$ cat src/rtl/lcd_id_probe_ctrl.sv
// LCD power-up / re-probe sequencer: releases the RGB bus, debounces the panel ID
// straps, drives the divider ID, then walks panel reset release and backlight enable.
module lcd_id_probe_ctrl #(
    parameter logic [15:0] SETTLE_CYC     = 16'd1000,
    parameter logic [7:0]  STABLE_N       = 8'd16,
    parameter logic [15:0] TIMEOUT_CYC    = 16'd4000,
    parameter logic [15:0] CLK_SETTLE_CYC = 16'd64,
    parameter logic [15:0] RST_CYC        = 16'd5000,
    parameter logic [15:0] WAKE_CYC       = 16'd5000
) (
    input  logic        clk,
    input  logic        rst_n,
    input  logic [2:0]  strap_in,
    input  logic        reprobe,
    output logic [15:0] lcd_id,
    output logic        id_valid,
    output logic        id_fault,
    output logic        rgb_oe,
    output logic        lcd_rst_n,
    output logic        lcd_bl
);

    typedef enum logic [2:0] {
        S_SETTLE, S_SAMPLE, S_APPLY, S_RST, S_WAKE, S_RUN
    } state_t;

    state_t        state_q, state_d;
    logic [15:0]   cnt_q, cnt_d;
    logic [7:0]    stable_q, stable_d;
    logic [2:0]    prev_q, prev_d;
    logic [1:0][2:0] sync_q;
    logic [15:0]   lcd_id_q, lcd_id_d;
    logic          id_fault_q, id_fault_d;
    logic          id_valid_q, id_valid_d;
    logic          rgb_oe_q, rgb_oe_d;
    logic          lcd_rst_n_q, lcd_rst_n_d;
    logic          lcd_bl_q, lcd_bl_d;
    logic [2:0]    strap_s;
    logic          accept, timeout, run_d;

    assign strap_s = sync_q[1];

    always_ff @(posedge clk or negedge rst_n) begin
        if (!rst_n) begin
            sync_q      <= '0;
            state_q     <= S_SETTLE;
            cnt_q       <= '0;
            stable_q    <= '0;
            prev_q      <= '0;
            lcd_id_q    <= '0;
            id_fault_q  <= 1'b0;
            id_valid_q  <= 1'b0;
            rgb_oe_q    <= 1'b0;
            lcd_rst_n_q <= 1'b0;
            lcd_bl_q    <= 1'b0;
        end else begin
            sync_q      <= {sync_q[0], strap_in};
            state_q     <= state_d;
            cnt_q       <= cnt_d;
            stable_q    <= stable_d;
            prev_q      <= prev_d;
            lcd_id_q    <= lcd_id_d;
            id_fault_q  <= id_fault_d;
            id_valid_q  <= id_valid_d;
            rgb_oe_q    <= rgb_oe_d;
            lcd_rst_n_q <= lcd_rst_n_d;
            lcd_bl_q    <= lcd_bl_d;
        end
    end

    always_comb begin
        state_d    = state_q;
        stable_d   = stable_q;
        prev_d     = prev_q;
        lcd_id_d   = lcd_id_q;
        id_fault_d = id_fault_q;
        accept     = 1'b0;
        timeout    = 1'b0;

        case (state_q)
            S_SETTLE: if (cnt_q == SETTLE_CYC - 16'd1) state_d = S_SAMPLE;
            S_SAMPLE: begin
                if (strap_s == prev_q) begin
                    stable_d = stable_q + 8'd1;
                end else begin
                    stable_d = 8'd0;
                    prev_d   = strap_s;
                end
                accept  = (strap_s == prev_q) && (stable_d == STABLE_N - 8'd1);
                timeout = (cnt_q == TIMEOUT_CYC - 16'd1);
                // acceptance takes priority over a coincident timeout
                if (accept) begin
                    state_d = S_APPLY;
                    case (prev_q)
                        3'b000, 3'b001, 3'b010, 3'b101: begin
                            lcd_id_d   = {13'd0, prev_q};
                            id_fault_d = 1'b0;
                        end
                        default: begin
                            lcd_id_d   = 16'd0;
                            id_fault_d = 1'b1;
                        end
                    endcase
                end else if (timeout) begin
                    state_d    = S_APPLY;
                    lcd_id_d   = 16'd0;
                    id_fault_d = 1'b1;
                end
            end
            S_APPLY:  if (cnt_q == CLK_SETTLE_CYC - 16'd1) state_d = S_RST;
            S_RST:    if (cnt_q == RST_CYC - 16'd1) state_d = S_WAKE;
            S_WAKE:   if (cnt_q == WAKE_CYC - 16'd1) state_d = S_RUN;
            S_RUN:    if (reprobe) state_d = S_SETTLE;
            default:  state_d = S_SETTLE;
        endcase

        if (state_d == S_SAMPLE && state_q != S_SAMPLE) begin
            prev_d   = 3'b000;
            stable_d = 8'd0;
        end

        if (state_d != state_q)    cnt_d = 16'd0;
        else if (state_q == S_RUN) cnt_d = cnt_q;
        else                       cnt_d = cnt_q + 16'd1;

        // outputs are decoded from the next state so they change on the entry edge
        run_d       = (state_d == S_RUN);
        id_valid_d  = run_d;
        rgb_oe_d    = run_d;
        lcd_bl_d    = run_d;
        lcd_rst_n_d = run_d || (state_d == S_WAKE);
    end

    assign lcd_id    = lcd_id_q;
    assign id_valid  = id_valid_q;
    assign id_fault  = id_fault_q;
    assign rgb_oe    = rgb_oe_q;
    assign lcd_rst_n = lcd_rst_n_q;
    assign lcd_bl    = lcd_bl_q;

endmodule

$ cat config.mk
export PLATFORM = sky130hd
export DESIGN_NAME = lcd_id_probe_ctrl
export DESIGN_NICKNAME = d
export VERILOG_FILES = /design/src/rtl/lcd_id_probe_ctrl.sv
export SDC_FILE = /design/constraint.sdc
export NUM_CORES = 1
export LEC_CHECK = 0
export ABC_AREA = 1
export CAP_MARGIN = 0
export CORE_MARGIN = 4
export CORE_UTILIZATION = 39
export CTS_CLUSTER_SIZE = 28
export DETAILED_ROUTE_END_ITERATION = 8
export GPL_TIMING_DRIVEN = 1
export SLEW_MARGIN = 10
export SYNTH_ARGS = -nofsm -noshare
export SYNTH_HDL_FRONTEND = slang
export SYNTH_SLANG_ARGS = --single-unit
$ cat constraint.sdc
create_clock -name clk -period 2.3 [get_ports clk]
set_clock_uncertainty 0.2 [all_clocks]
set_input_delay 0.46 -clock clk [delete_from_list [all_inputs] [get_ports clk]]
set_output_delay 0.46 -clock clk [all_outputs]
set_load 0.02 [all_outputs]
# Yosys cells after proc, flatten, opt, wreduce, memory -nomap -nowiden
# Index checks and enable logic that the tools add are counted.
# totals
register_bits	55
latchBits	0
ramBits	0
rom_bits	0
in_bits	6
elab_cells	66
memories	0
# op_classes
addsub	2
multipliers	0
div_mod_pow	0
n_lt_le_gt_ge	0
eq_ne	21
n_shift	0
mux	23
n_bitwise	0
n_reduce_logical	10
# ops
cell	count
$mux W16	4
$mux W3	11
$mux W8	4
$pmux W3 S6	1
$add A16 B1 Y16 const B	1
$eq A16 B10 Y1 const B	1
$eq A16 B12 Y1 const B	1
$eq A16 B13 Y1 const B	1
$eq A16 B6 Y1 const B	1
$eq A3 B3 Y1 const B	5
$eq A3 B1 Y1 const B	3
$eq A3 B2 Y1 const B	3
$add A8 B1 Y8 const B	1
$eq A8 B4 Y1 const B	1
$logic_not A3 Y1	2
$reduce_and A2 Y1	2
$reduce_bool A2 Y1	2
$reduce_or A4 Y1	1
$eq A3 B3 Y1	1
$mux W1	3
$ne A3 B1 Y1 const B	1
$ne A3 B3 Y1	1
$logic_and A1 B1 Y1	2
$ne A2 B1 Y1 const B	1
other kinds (2)	2

# Depth between registers and ports, before layout
# logic_depth
word_depth	11
ltp_mapped	16
ltp_nobuf	15

# Worst setup path before layout
# No wires, ideal clock.
# synth_timing
path_type	register to register
from	register cnt_q[0]
to	register cnt_q[10]
setup_ps	121
arrival_time_ps	1753
t_required_ps	1979
slack_ps	226
path_stages_with_launch	15
n_path_buf	1
period_less_slack_ps	2074
path_cell_list	dfrtp_1 -> ha_1 -> nand2_1 -> nor2_1 -> nand4_1 -> inv_1 -> nand2_1 -> inv_1 -> o21ai_0 -> nand3_1 -> o21ai_0 -> inv_1 -> nand2_4 -> buf_6 -> nor2_2
# synth_via
elab_chain_len	6
word_cells_on_any_way	16
cone_classes	1 x add/sub; 6 x eq/ne; 9 x mux
# synth_rtl
item	line_no	source
start: declaration	28	logic [15:0] cnt_q, cnt_d;
start signal: assignment	59	cnt_q <= cnt_d;
$eq A16 B12 Y1	90	timeout = (cnt_q == TIMEOUT_CYC - 16'd1);
$mux W3	104	end else if (timeout) begin
$mux W3	92	if (accept) begin
$pmux W3 S6 *	80	case (state_q)
named net state_d[2]	27	state_t state_q, state_d;
$ne A3 B3 Y1 *	122	if (state_d != state_q) cnt_d = 16'd0;
$ne A2 B2 Y1 (no line) / $mux W16 (equally long branches)	-	
# Mark *: on every way through the listed nets, which the timed path passes. The rest lies on a longest branch. The select of a mux whose other input is x is not followed.
# A chain may end at the register's enable or synchronous reset.

# Worst setup path after layout
# layout_timing
from	register cnt_q[1]
to	register cnt_q[1]
# layout_via
elab_chain_len	6
word_cells_on_any_way	16
cone_classes	1 x add/sub; 6 x eq/ne; 9 x mux
# layout_rtl
item	line_no
$eq A16 B12 Y1	90
$mux W3	104
$mux W3	92
$pmux W3 S6	80
$ne A3 B3 Y1	122
$ne A2 B2 Y1 (no line) / $mux W16 (equally long branches)	-
# Parallel ways exist; a longest one is shown, timed or not. The select of a mux whose other input is x is not followed.

==> run metrics <==
status complete, no violations; DRT iter0 DRCs 158; post-synthesis register bit count 42; final WL 4540 µm; die outline width 85.6 µm; Placed Area 2550 µm²; detailed-route DRC error count 0; Post-Synthesis Cells 301; number of buffers created by CTS 5; Synth cell types 28; clock tree from TritonCTS built; Max stage delay on crit path 0.37 ns; starting density of the core 0.399; Rows 28; CP cell instances ha_1 -> nand2_1 -> nor2_2 -> nand4_1 -> inv_1 -> nand2_1 -> nand3_1 -> nand2_1 -> nor2_2 -> nand3_1 -> nand2_4 -> nand2_8 -> nor2_1; worst path required time 2.33 ns; number of clock sinks 42; Layout fillers 578; Ant. Diodes 0; Mean Syn Cell Area 7.81 µm²; gp weighted congestion 0.843; Via density 4.69; max frequency 476 MHz; Area contributors post-synth dfrtp_1 (45%), nand2_1 (10%), inv_1 (5.9%), nor2_1 (5.9%), nand3_1 (5.1%); io pins 27; most used cell along the critical path nand2_1; Yosys warning count 0; fin crit share 0.913; post-detail-place hpwl 3410 µm; fraction of layout cells with a size suffix above 1 0.152; DIE HEIGHT 85.6 µm; vias in the first global route 1812; Leak Pwr 1.33 nW; CP max-delay cell dfrtp_1; Multi-input gate area 1140 µm²; Overall Global Routing Usage 0.131; core area 5890 µm²; Power, Total 0.00187 W; Mapped Area 2350 µm²; FF+latch area 1050 µm²; flop2flop setup slack 0.20 ns; Hold Fails Final Rpt 0; area leader, netlist dfrtp_1; Placement Setup Slack 0.0498 ns; r2r worst-path depth 13; Final Max Slew Viols 0; PnR worst setup slack 0.201 ns; Pre-Repair DR Iteration Count 4; DRT antenna net count 0; root buf cell clkbuf_8; Seq/Total Area, Yosys 0.447; Most used DFF post-synth dfrtp_1; Power Dens Cells 684 nW/µm²; H-tree Lvls 2; largest net degree at the start of global routing 17; area share of the leading cell type in the synthesized netlist 0.447; Critical Path AT 2.12 ns; first-pass GRT wire length 7850 µm; hold worst-path end strap_s[0]; CP max FO 8; Hold WC Path Type reg -> reg; die area 7330 µm²; Post-synth EDFFs 0; worst r2r src cnt_q[1]; Hold Path Stages 0; Hold Path Origin sync_q[0]; initial antenna violation count 0; Max VDD drop 324 µV; Setup-failing EPs final 0; Max Cap Violations 0; Clock Tree Buf Depth 2; Synth top cells by count nand2_1 (65), dfrtp_1 (42), inv_1 (37), nor2_1 (37), nand3_1 (24); Area Overhead vs Synth 16.7%; RSZ-0062 raised after global routing no; via count 1901; total global routing overflow 0; Worst R2R End cnt_q[1]; Port Buf Inserts 13; crit path kind reg -> reg; nets 337; Routed WL per cell 11.2 µm; most instantiated library cell after synthesis nand2_1; Reg clk slew, reported paths 0.09 ns; ys async rst share 1.00; Tmin final 2.10 ns; latest clock arrival within the worst-skew pair 0.30 ns; crit path capture type flop; Finished Cell Area 2740 µm²; setup TNS 0 ns; CP Launch Type flop
## registers in the layout, summed over array words and instances, names as in the netlist, 3 cells and up
signal	count
state_q	3
stable_q	8
strap_s	3
lcd_id	3
cnt_q	16
prev_q	3
sync_q	3
## critical path, delay by kind of cell (launching register included)
| kind | cells | cell delay [ns] |
|---|---|---|
| DFF | 1 | 0.37 |
| adders and majority gates | 1 | 0.18 |
| buffers and inverters | 1 | 0.07 |
| and+or+nand+nor | 11 | 1.21 |
## cell type report
class | count | share of cell area
inverters | 38 | 0.0520
flip-flops and latches | 42 | 0.384
well taps | 75 | 0.0342
clock inverters | 3 | 0.00912
repair buffers | 25 | 0.0794
multi-input cells | 217 | 0.417
clock buffers | 5 | 0.0251
## where the power goes
part / leakage (nW) / internal, W / switching, W
clock network: 0.0447 / 0.000219 / 0.000275
registers: 0.560 / 0.000825 / 0.0000885
logic: 0.725 / 0.000174 / 0.000293
## what timing repair did
item,CTS,global route
gates resized for setup,0,15
hold buffers,1,0
endpoints found under the hold margin,14,0
setup buffers,0,2
setup endpoints to repair,0,22
## stage by stage
stage          instances  utilization  hold WS, ns
5_1_grt              405        0.466        0.168
3_3_place_gp         393        0.434        0.131
3_5_place_dp         393        0.434        0.138
4_1_cts              402        0.452        0.160
2_1_floorplan        313            -      -0.0356
6_report             405        0.466        0.157
## worst max path at each step
| stage | startpoint | endpoint | slack, ns |
|---|---|---|---|
| floorplan | cnt_q[0] | cnt_q[10] | 0.23 |
| global placement | cnt_q[0] | cnt_q[1] | 0.11 |
| detailed placement | cnt_q[0] | cnt_q[0] | 0.05 |
| CTS | cnt_q[0] | cnt_q[1] | 0.05 |
| global route | prev_q[0] | cnt_q[2] | 0.001 |
| finish | cnt_q[1] | cnt_q[1] | 0.20 |
## per-layer routing
layer | global-route usage | wire (µm) | up-vias | share of wire
li1 | - | - | 989 | -
met1 | 0.180 | 2250 | 856 | 0.49
met2 | 0.205 | 2000 | 52 | 0.44
met3 | 0.0317 | 255 | 4 | 0.056
met4 | 0.0403 | 41 | 0 | 0.0090
met5 | 0 | 0 | - | 0
## logic make-up after synthesis
logic type	Yosys count	share of synthesized area
AND/OR/NAND/NOR	168	0.328
buffers and inverters	55	0.115
flip-flops	42	0.447
AO/OA/AOI/OAI	18	0.0410
XOR/XNOR	14	0.0522
adder cells (fa/ha/maj)	2	0.0106
other	1	0.00160
multiplexers	1	0.00426
## placed cells by master (no fill, tap or decap), types with 3 or more instances in the layout
cell,instances
nand2_1,65
nor2_1,33
dfrtp_1,41
o21ai_0,11
buf_4,11
clkbuf_8,5
clkdlybuf4s50_1,12
xor2_1,12
nor3_1,9
nor2_2,14
nand3_2,3
nand4_1,11
nand3_1,23
conb_1,13
inv_1,36
Power figures use the tool's default switching activity.
